<file path="config.mk">
export PLATFORM = sky130hd
export DESIGN_NAME = divmod_unit
export DESIGN_NICKNAME = d
export VERILOG_FILES = /design/src/rtl/divmod_pkg.sv /design/src/rtl/divmod_step.sv /design/src/rtl/divmod_unit.sv
export SDC_FILE = /design/constraint.sdc
export NUM_CORES = 1
export LEC_CHECK = 0
export BUFFER_PORTS_ARGS = -buffer_cell sky130_fd_sc_hd__buf_2
export CORE_ASPECT_RATIO = 1.5
export CORE_MARGIN = 3
export CORE_UTILIZATION = 54
export CTS_BUF_LIST = sky130_fd_sc_hd__clkbuf_16
export DETAILED_ROUTE_END_ITERATION = 8
export PLACE_DENSITY_LB_ADDON = 0.1
export REMOVE_ABC_BUFFERS = 1
export SLEW_MARGIN = 20
export SYNTH_ARGS = -nofsm -noshare
export SYNTH_HDL_FRONTEND = slang
export SYNTH_HIERARCHICAL = 1
export SYNTH_SLANG_ARGS = --single-unit
</file>
<file path="constraint.sdc">
create_clock -name clk -period 5.2 [get_ports clk]
set_clock_uncertainty 0.05 [all_clocks]
set_input_delay 0.26 -clock clk [delete_from_list [all_inputs] [get_ports clk]]
set_output_delay 0.26 -clock clk [all_outputs]
set_load 0.005 [all_outputs]
</file>
<file path="src/rtl/divmod_pkg.sv">
// Shared types and helpers for the sequential divider.
//   state_t   : controller states
//   neg_if    : conditional two's-complement negate, also used as abs()
package divmod_pkg;

  // Widest operand the negate helper supports; callers truncate to their width.
  localparam int unsigned MAX_WIDTH = 64;

  typedef enum logic [1:0] {
    IDLE = 2'd0,
    RUN  = 2'd1,
    DONE = 2'd2
  } state_t;

  // Negate x when neg is set. The low W bits of the result are the W-bit
  // two's-complement negation of the low W bits of x, for any W <= MAX_WIDTH.
  function automatic logic [MAX_WIDTH-1:0] neg_if(input logic [MAX_WIDTH-1:0] x,
                                                  input logic                 neg);
    return neg ? (~x + MAX_WIDTH'(1)) : x;
  endfunction

endpackage

</file>
<file path="src/rtl/divmod_step.sv">
// One radix-2 restoring division step (combinational).
//   rem          : current partial remainder (WIDTH+1 bits)
//   dividend_msb : next dividend bit shifted into the remainder
//   divisor      : divisor magnitude
//   rem_next     : partial remainder after the step
//   q_bit        : quotient bit produced by the step
module divmod_step #(
  parameter int unsigned WIDTH = 32
) (
  input  logic [WIDTH:0]   rem,
  input  logic             dividend_msb,
  input  logic [WIDTH-1:0] divisor,
  output logic [WIDTH:0]   rem_next,
  output logic             q_bit
);

  // One extra bit above the shifted remainder carries the trial sign.
  logic [WIDTH+1:0] trial;

  always_comb begin
    trial    = {rem, dividend_msb} - {2'b00, divisor};
    q_bit    = ~trial[WIDTH+1];
    rem_next = q_bit ? trial[WIDTH:0] : {rem[WIDTH-1:0], dividend_msb};
  end

endmodule

</file>
<file path="src/rtl/divmod_unit.sv">
// Sequential integer divider (quotient + remainder), unsigned or signed,
// radix-2 restoring, fixed latency of WIDTH+1 cycles from start.
//   clk, reset       : clock, synchronous active-high reset
//   start, signed_op : request and its operation type
//   a, b             : dividend, divisor (sampled on accepted start)
//   quotient         : result, held until the next accepted start completes
//   remainder        : result, sign follows the dividend
//   busy             : iteration in progress
//   done             : one-cycle pulse when results update
//   div_by_zero      : qualifies the held results
module divmod_unit
  import divmod_pkg::*;
#(
  parameter int unsigned WIDTH     = 32,
  parameter bit          SIGNED_EN = 1'b1
) (
  input  logic             clk,
  input  logic             reset,
  input  logic             start,
  input  logic             signed_op,
  input  logic [WIDTH-1:0] a,
  input  logic [WIDTH-1:0] b,
  output logic [WIDTH-1:0] quotient,
  output logic [WIDTH-1:0] remainder,
  output logic             busy,
  output logic             done,
  output logic             div_by_zero
);

  localparam int unsigned CNT_W = $clog2(WIDTH);

  if (WIDTH < 2 || WIDTH > MAX_WIDTH) begin : g_bad_width
    $error("divmod_unit: WIDTH out of supported range");
  end

  state_t           state;
  state_t           state_next;
  logic [CNT_W-1:0] count;
  logic [WIDTH:0]   rem;
  logic [WIDTH-1:0] dvd;
  logic [WIDTH-1:0] dvs;
  logic             q_neg;
  logic             r_neg;

  logic             accept_c;
  logic             last_c;
  logic             b_zero_c;
  logic             sgn_c;
  logic [WIDTH-1:0] abs_a_c;
  logic [WIDTH-1:0] abs_b_c;
  logic [WIDTH:0]   step_rem_c;
  logic             step_q_c;
  logic [WIDTH-1:0] q_raw_c;
  logic [WIDTH-1:0] q_fin_c;
  logic [WIDTH-1:0] r_fin_c;

  // Operand conditioning: magnitudes in signed mode, raw values otherwise.
  always_comb begin
    sgn_c    = SIGNED_EN && signed_op;
    b_zero_c = (b == '0);
    abs_a_c  = WIDTH'(neg_if(MAX_WIDTH'(a), sgn_c && a[WIDTH-1]));
    abs_b_c  = WIDTH'(neg_if(MAX_WIDTH'(b), sgn_c && b[WIDTH-1]));
  end

  divmod_step #(
    .WIDTH(WIDTH)
  ) u_step (
    .rem          (rem),
    .dividend_msb (dvd[WIDTH-1]),
    .divisor      (dvs),
    .rem_next     (step_rem_c),
    .q_bit        (step_q_c)
  );

  // Final sign fix-up applied to the last step's outputs. MIN / -1 needs no
  // special case: the magnitude quotient is 2^(WIDTH-1) with a positive sign.
  always_comb begin
    q_raw_c = {dvd[WIDTH-2:0], step_q_c};
    q_fin_c = WIDTH'(neg_if(MAX_WIDTH'(q_raw_c), q_neg));
    r_fin_c = WIDTH'(neg_if(MAX_WIDTH'(step_rem_c[WIDTH-1:0]), r_neg));
  end

  // State register.
  always_ff @(posedge clk) begin
    if (reset) state <= IDLE;
    else       state <= state_next;
  end

  // Next-state logic; a start is taken in IDLE or DONE only.
  always_comb begin
    state_next = state;
    accept_c   = 1'b0;
    last_c     = (count == CNT_W'(WIDTH - 1));
    unique case (state)
      IDLE: begin
        if (start) begin
          accept_c   = 1'b1;
          state_next = b_zero_c ? DONE : RUN;
        end
      end
      RUN: begin
        if (last_c) state_next = DONE;
      end
      DONE: begin
        state_next = IDLE;
        if (start) begin
          accept_c   = 1'b1;
          state_next = b_zero_c ? DONE : RUN;
        end
      end
      default: state_next = IDLE;
    endcase
  end

  // Datapath and registered outputs.
  always_ff @(posedge clk) begin
    if (reset) begin
      count       <= '0;
      rem         <= '0;
      dvd         <= '0;
      dvs         <= '0;
      q_neg       <= 1'b0;
      r_neg       <= 1'b0;
      quotient    <= '0;
      remainder   <= '0;
      busy        <= 1'b0;
      done        <= 1'b0;
      div_by_zero <= 1'b0;
    end else begin
      busy <= (state_next == RUN);
      done <= (state_next == DONE);
      if (accept_c) begin
        dvd   <= abs_a_c;
        dvs   <= abs_b_c;
        rem   <= '0;
        count <= '0;
        q_neg <= sgn_c && (a[WIDTH-1] ^ b[WIDTH-1]);
        r_neg <= sgn_c && a[WIDTH-1];
        // Divide by zero completes immediately with the dividend untouched.
        if (b_zero_c) begin
          quotient    <= '1;
          remainder   <= a;
          div_by_zero <= 1'b1;
        end
      end else if (state == RUN) begin
        rem   <= step_rem_c;
        dvd   <= q_raw_c;
        count <= count + CNT_W'(1);
        if (last_c) begin
          quotient    <= q_fin_c;
          remainder   <= r_fin_c;
          div_by_zero <= 1'b0;
        end
      end
    end
  end

endmodule

</file>
# Word-level counts from Yosys, hierarchy flattened
# Cells that the tools add are included.
[op_classes]
n_addsub = 6
n_eq_ne = 6
muxes = 26
bitwise_logic = 6
reduce_logical = 10
[ops]
columns = ["cell", "n"]
rows = [
  ["$mux W32", 14],
  ["$add A32 B1 Y32 const B", 4],
  ["$not A32 Y32", 4],
  ["$sub A34 B32 Y34", 1],
  ["$mux W33", 1],
  ["$logic_not A32 Y1", 1],
  ["$mux W2", 4],
  ["$mux W1", 6],
  ["$pmux W2 S3", 1],
  ["$add A5 B1 Y5 const B", 1],
  ["$eq A5 B5 Y1 const B", 1],
  ["$eq A2 B1 Y1 const B", 2],
  ["$eq A2 B2 Y1 const B", 2],
  ["$reduce_bool A2 Y1", 2],
  ["$reduce_or A2 Y1", 2],
  ["$logic_and A1 B1 Y1", 3],
  ["$reduce_and A3 Y1", 1],
  ["$logic_not A2 Y1", 1],
  ["$ne A2 B1 Y1 const B", 1],
  ["$not A1 Y1", 1],
  ["$xor A1 B1 Y1", 1],
]
[word_totals]
reg_bits = 173
input_bits = 68
out_inout_bits = 67
wordCells = 66

# Logic depth before layout (Yosys ltp)
[depth]
ltp_word = 8
ltp_mapped = 21
depth_no_buf = 18

# Hierarchy
# The synthesis kept the hierarchy.
[by_module_without_submodules]
columns = ["mod", "n_inst", "cells_per_inst", "area_per_inst_um2", "seq_area_each_um2"]
rows = [
  ["divmod_unit", 1, 1171, 9579.2, 3463.3],
  ["divmod_step", 1, 328, 2170.8, 0.0],
]

# Worst setup path after synthesis
# Ideal clock, no wire load.
[synth_path]
path_type = "reg2reg"
start = "register dvs[8]"
end = "register remainder[23]"
setup_time_ns = 0.131
t_arrival_ns = 4.768
t_required_ns = 5.019
path_slack_ns = 0.252
stages_incl_launch_ff = 19
n_path_buf = 3
synth_period_minus_slack_ns = 4.948
cell_sequence = "dfxtp_1 inv_1 ha_1 and3_1 or3b_1 a211oi_2 o31ai_1 and3_4 o31a_4 xor2_4 clkbuf_1 o21ai_0 or4_1 buf_2 or4_4 buf_6 o31a_1 a311oi_1 o22ai_1"
[synth_via]
elab_chain_cells = 8
[synth_lines]
columns = ["item", "line", "source"]
rows = [
  ["from (decl)", "divmod_unit.sv:41", "logic [WIDTH-1:0] dvs;"],
  ["from (signal assigned)", "divmod_unit.sv:134", "dvs <= abs_b_c;"],
  ["$sub A34 B32 Y34", "divmod_step.sv:21", "trial = {rem, dividend_msb} - {2'b00, divisor};"],
  ["$mux W33", "divmod_step.sv:23", "rem_next = q_bit ? trial[WIDTH:0] : {rem[WIDTH-1:0], dividend_msb};"],
  ["net step_rem_c[8]", "divmod_unit.sv:51", "logic [WIDTH:0] step_rem_c;"],
  ["$not A32 Y32", "divmod_pkg.sv:19", "return neg ? (~x + MAX_WIDTH'(1)) : x;"],
  ["$add A32 B1 Y32", "divmod_pkg.sv:19", ""],
  ["$mux W32", "divmod_pkg.sv:19", ""],
  ["$mux W32", "divmod_unit.sv:149", "if (last_c) begin"],
  ["$mux W32", "divmod_unit.sv:145", "end else if (state == RUN) begin"],
  ["$mux W32", "divmod_unit.sv:132", "if (accept_c) begin"],
  ["to (signal assigned)", "divmod_unit.sv:151", "remainder <= r_fin_c;"],
  ["to (decl)", "divmod_unit.sv:24", "output logic [WIDTH-1:0] remainder,"],
]
# The timed path passes the listed nets, and every way through them passes these cells. The select of a mux whose other input is x is not followed.
# A chain may end at the register's enable or synchronous reset.

# Worst setup path after layout
# Ends and elaborated chain as after synthesis.

==> run summary <==
Outcome
* outcome: completed

GRT
* wire length of the first global-routing pass: 56.8 mm
* total gr overflow: 0
* maximum number of pins on one net before global-route repair: 56
* Overall Global Routing Usage: 29.2%
* initial antenna violation count: 0
* number of global-route vias before repair: 11300

Setup path
* nature of the critical path startpoint: flip-flop
* CP Data Arrival Time: 5.22 ns
* critical path data required time: 5.45 ns
* Max Fanout on Critical Path: 11
* crit path capture type: flip-flop
* worst setup path category: reg2reg

Clock network
* clock root cell: sky130_fd_sc_hd__clkbuf_16
* clock edge transition at the registers on the reported setup and hold paths: 0.06 ns
* H-tree depth reported by CTS: 4
* maximum clock insertion buffer count: 2
* total CTS buffers: 17
* clock latency on the worst-skew pair: 0.45 ns
* CTS tree: built
* total clock sinks: 173

Detailed routing
* via count: 11700
* number of iterations in the first detailed-routing pass: 5
* antenna violation net count after detailed routing: 0
* Via-to-Cell Ratio: 6.20
* total wire length after detailed routing: 35.3 mm
* Initial DRC Count: 863
* post-DR wirelength/cell: 18.7 um
* post-route DRC violation count: 0

Placement
* cell count after placement: 1853
* HPWL after DPL: 26.3 mm
* post-detailed-placement cell area: 12800 sq um
* gpl congestion: 0.924
* number of buffer cells added on primary ports: 134

Flow run
* count of maximum capacitance violations: 0

Hold path
* min-delay worst type: in2reg

Pwr
* Worst IR Drop VDD: 262 uV
* power density normalized to cell area: 339 nW/um^2
* static leakage: 5.53 nW

Finish
* area of the multi-input gates: 7660 sq um
* n_diodes: 0
* layout cells sized above 1: 18.3%
* area growth from synthesis to final layout: 14.8%
* count of non-filler cells in the finished layout: 1887
* final net count: 1713
* commonest cells after routing, fill and taps aside: sky130_fd_sc_hd__nand2_1 (194), sky130_fd_sc_hd__dfxtp_1 (172), sky130_fd_sc_hd__buf_2 (134)
* fillers: 1935
* most common cell after layout, fill and taps aside: sky130_fd_sc_hd__nand2_1
* final design instance area without fill: 13500 sq um
* Sequential cell area: 3460 sq um

Timing
* min cycle time layout: 4.97 ns
* total of endpoints with negative setup slack in the final report: 0
* upper clock frequency limit: 201 MHz
* final total negative setup slack: 0 ns
* Fin. Hold Viols: 0
* tightest slew margin relative to the limit: 32.7%
* Min Hold Slack: 0.0450 ns
* final max-slew violation count: 0
* crit share post-route: 95.7%
* actual transition at the worst max-transition pin: 1.01 ns

Yosys
* Yosys reg bits: 173
* post-synthesis area per instance: 7.84 sq um
* number of flops mapped to enable cells by yosys: 0
* Synth async-reset ratio: 0%
* fraction of the yosys area taken by sequential cells: 29.5%
* synth warn: 6
* Post-Syn Area: 11800 sq um
* Synth cell types: 91
* cell count after synthesis: 1499
* top flip-flop cell by instance count after synthesis: sky130_fd_sc_hd__dfxtp_1

Floorplan
* Die Ht: 187 um
* overall die width: 126 um
* Initial Util: 55.4%
* FP Rows: 65
* placeable core region: 21200 sq um
* I/O Pins: 135
* Die ar.: 23600 sq um

-- Yosys cell counts (9+ instances only) --
| master | count | area [sq um] |
|---|---|---|
| sky130_fd_sc_hd__o21ai_0 | 85 | 425 |
| sky130_fd_sc_hd__nand4_1 | 16 | 100 |
| sky130_fd_sc_hd__o221a_1 | 10 | 113 |
| sky130_fd_sc_hd__or4_1 | 17 | 128 |
| sky130_fd_sc_hd__nand3_1 | 30 | 150 |
| sky130_fd_sc_hd__nor2_1 | 76 | 285 |
| sky130_fd_sc_hd__o221a_2 | 17 | 191 |
| sky130_fd_sc_hd__a21o_1 | 24 | 180 |
| sky130_fd_sc_hd__a21oi_1 | 109 | 546 |
| sky130_fd_sc_hd__clkbuf_1 | 88 | 330 |
| sky130_fd_sc_hd__xnor2_1 | 71 | 622 |
| sky130_fd_sc_hd__nor4_1 | 20 | 125 |
| sky130_fd_sc_hd__a211oi_1 | 21 | 158 |
| sky130_fd_sc_hd__ha_1 | 38 | 475 |
| sky130_fd_sc_hd__a31oi_1 | 13 | 81.3 |
| sky130_fd_sc_hd__nand2_1 | 194 | 728 |
| sky130_fd_sc_hd__a22o_1 | 9 | 78.8 |
| sky130_fd_sc_hd__inv_1 | 62 | 233 |
| sky130_fd_sc_hd__a22oi_1 | 19 | 143 |
| sky130_fd_sc_hd__xor2_1 | 51 | 447 |
| sky130_fd_sc_hd__and2_1 | 11 | 68.8 |
| sky130_fd_sc_hd__nor3_1 | 43 | 215 |
| sky130_fd_sc_hd__buf_1 | 11 | 41.3 |
| sky130_fd_sc_hd__o31ai_1 | 37 | 278 |
| sky130_fd_sc_hd__mux2i_1 | 10 | 100 |
| sky130_fd_sc_hd__or3_1 | 24 | 150 |
| sky130_fd_sc_hd__a311oi_1 | 12 | 105 |
| sky130_fd_sc_hd__o22ai_1 | 25 | 156 |
| sky130_fd_sc_hd__o41ai_1 | 24 | 210 |
| sky130_fd_sc_hd__dfxtp_1 | 173 | 3460 |
-- kinds of logic (layout without fill, tap and decap cells) --
family	count (synthesis)	count (layout)	share of synthesized area (%)
adder cells (fa/ha/maj)	39	39	4.22
AND/OR/NAND/NOR	488	488	20.4
AO/OA/AOI/OAI	483	483	29.1
XOR/XNOR	123	124	9.33
multiplexers	16	16	1.43
buffers and inverters	177	296	6.04
flip-flops	173	173	29.5
-- critical path, cell delays in order (launching register included) --
cell and delay, ns:
sky130_fd_sc_hd__dfxtp_1 0.32, sky130_fd_sc_hd__inv_1 0.04, sky130_fd_sc_hd__ha_1 0.38, sky130_fd_sc_hd__and3_1 0.20, sky130_fd_sc_hd__or3b_1 0.40, sky130_fd_sc_hd__a211oi_4 0.30
sky130_fd_sc_hd__o31ai_1 0.12, sky130_fd_sc_hd__and3_4 0.21, sky130_fd_sc_hd__o31a_4 0.34, sky130_fd_sc_hd__xor2_4 0.21, sky130_fd_sc_hd__buf_4 0.19, sky130_fd_sc_hd__nand2_1 0.05
sky130_fd_sc_hd__o21ai_0 0.11, sky130_fd_sc_hd__or4_1 0.50, sky130_fd_sc_hd__or4_4 0.66, sky130_fd_sc_hd__o31a_1 0.32, sky130_fd_sc_hd__a311oi_1 0.26, sky130_fd_sc_hd__o22ai_1 0.13
-- registers in the layout, summed over array words and instances (netlist names), 2 cells and up --
name	cells
state	2
rem	33
remainder	32
dvs	32
dvd	32
count	5
quotient	32
-- layout make-up --
class                      count  share of cell area [%]
sequential                   173                    25.7
tap                          268                    2.49
inverter                      64                    1.78
multi-input combinational   1150                    56.8
clock buffer                  17                    3.15
clock inverter                15                    1.34
timing repair buffer         200                    8.74
-- final timing paths --
| check | from | end | slack (ns) | cells after the start |
|---|---|---|---|---|
| worst min register to register | dvs[16] | dvs[16] | 0.40 | 2 |
| worst max register to register | dvs[8] | remainder[23] | 0.23 | 17 |
| worst min-delay path | b[0] | dvs[0] | 0.05 | 3 |
| worst max-delay path | dvs[8] | remainder[23] | 0.23 | 17 |
-- timing repair --
item	CTS	global route
endpoints found under the setup margin	0	31
resized for setup	0	5
setup buffers	0	1
hold buffers	0	0
-- metrics by stage --
| step | worst slack (ns) | power [W] | util [%] |
|---|---|---|---|
| detailed placement | 0.0599 | 0.00319 | 60.3 |
| finish | 0.226 | 0.00457 | 63.5 |
| global route | -0.0710 | 0.00480 | 63.5 |
| floorplan | -0.261 | 0.00259 | - |
| CTS | 0.0391 | 0.00453 | 63.2 |
| global placement | 0.186 | 0.00318 | 60.3 |
-- where the power goes --
part | internal, W | switching [W]
Clock | 0.000794 | 0.000550
Combinational | 0.000708 | 0.00108
Sequential | 0.00138 | 0.0000586
Total | 0.00288 | 0.00169
-- layer usage --
layer / GRT usage (%) / part of all wire [%]
met1: 33.0 / 39
met3: 3.75 / 4.5
met5: 0 / 0
met4: 15.6 / 5.0
met2: 52.3 / 51
(Power assumes the default switching activity.)
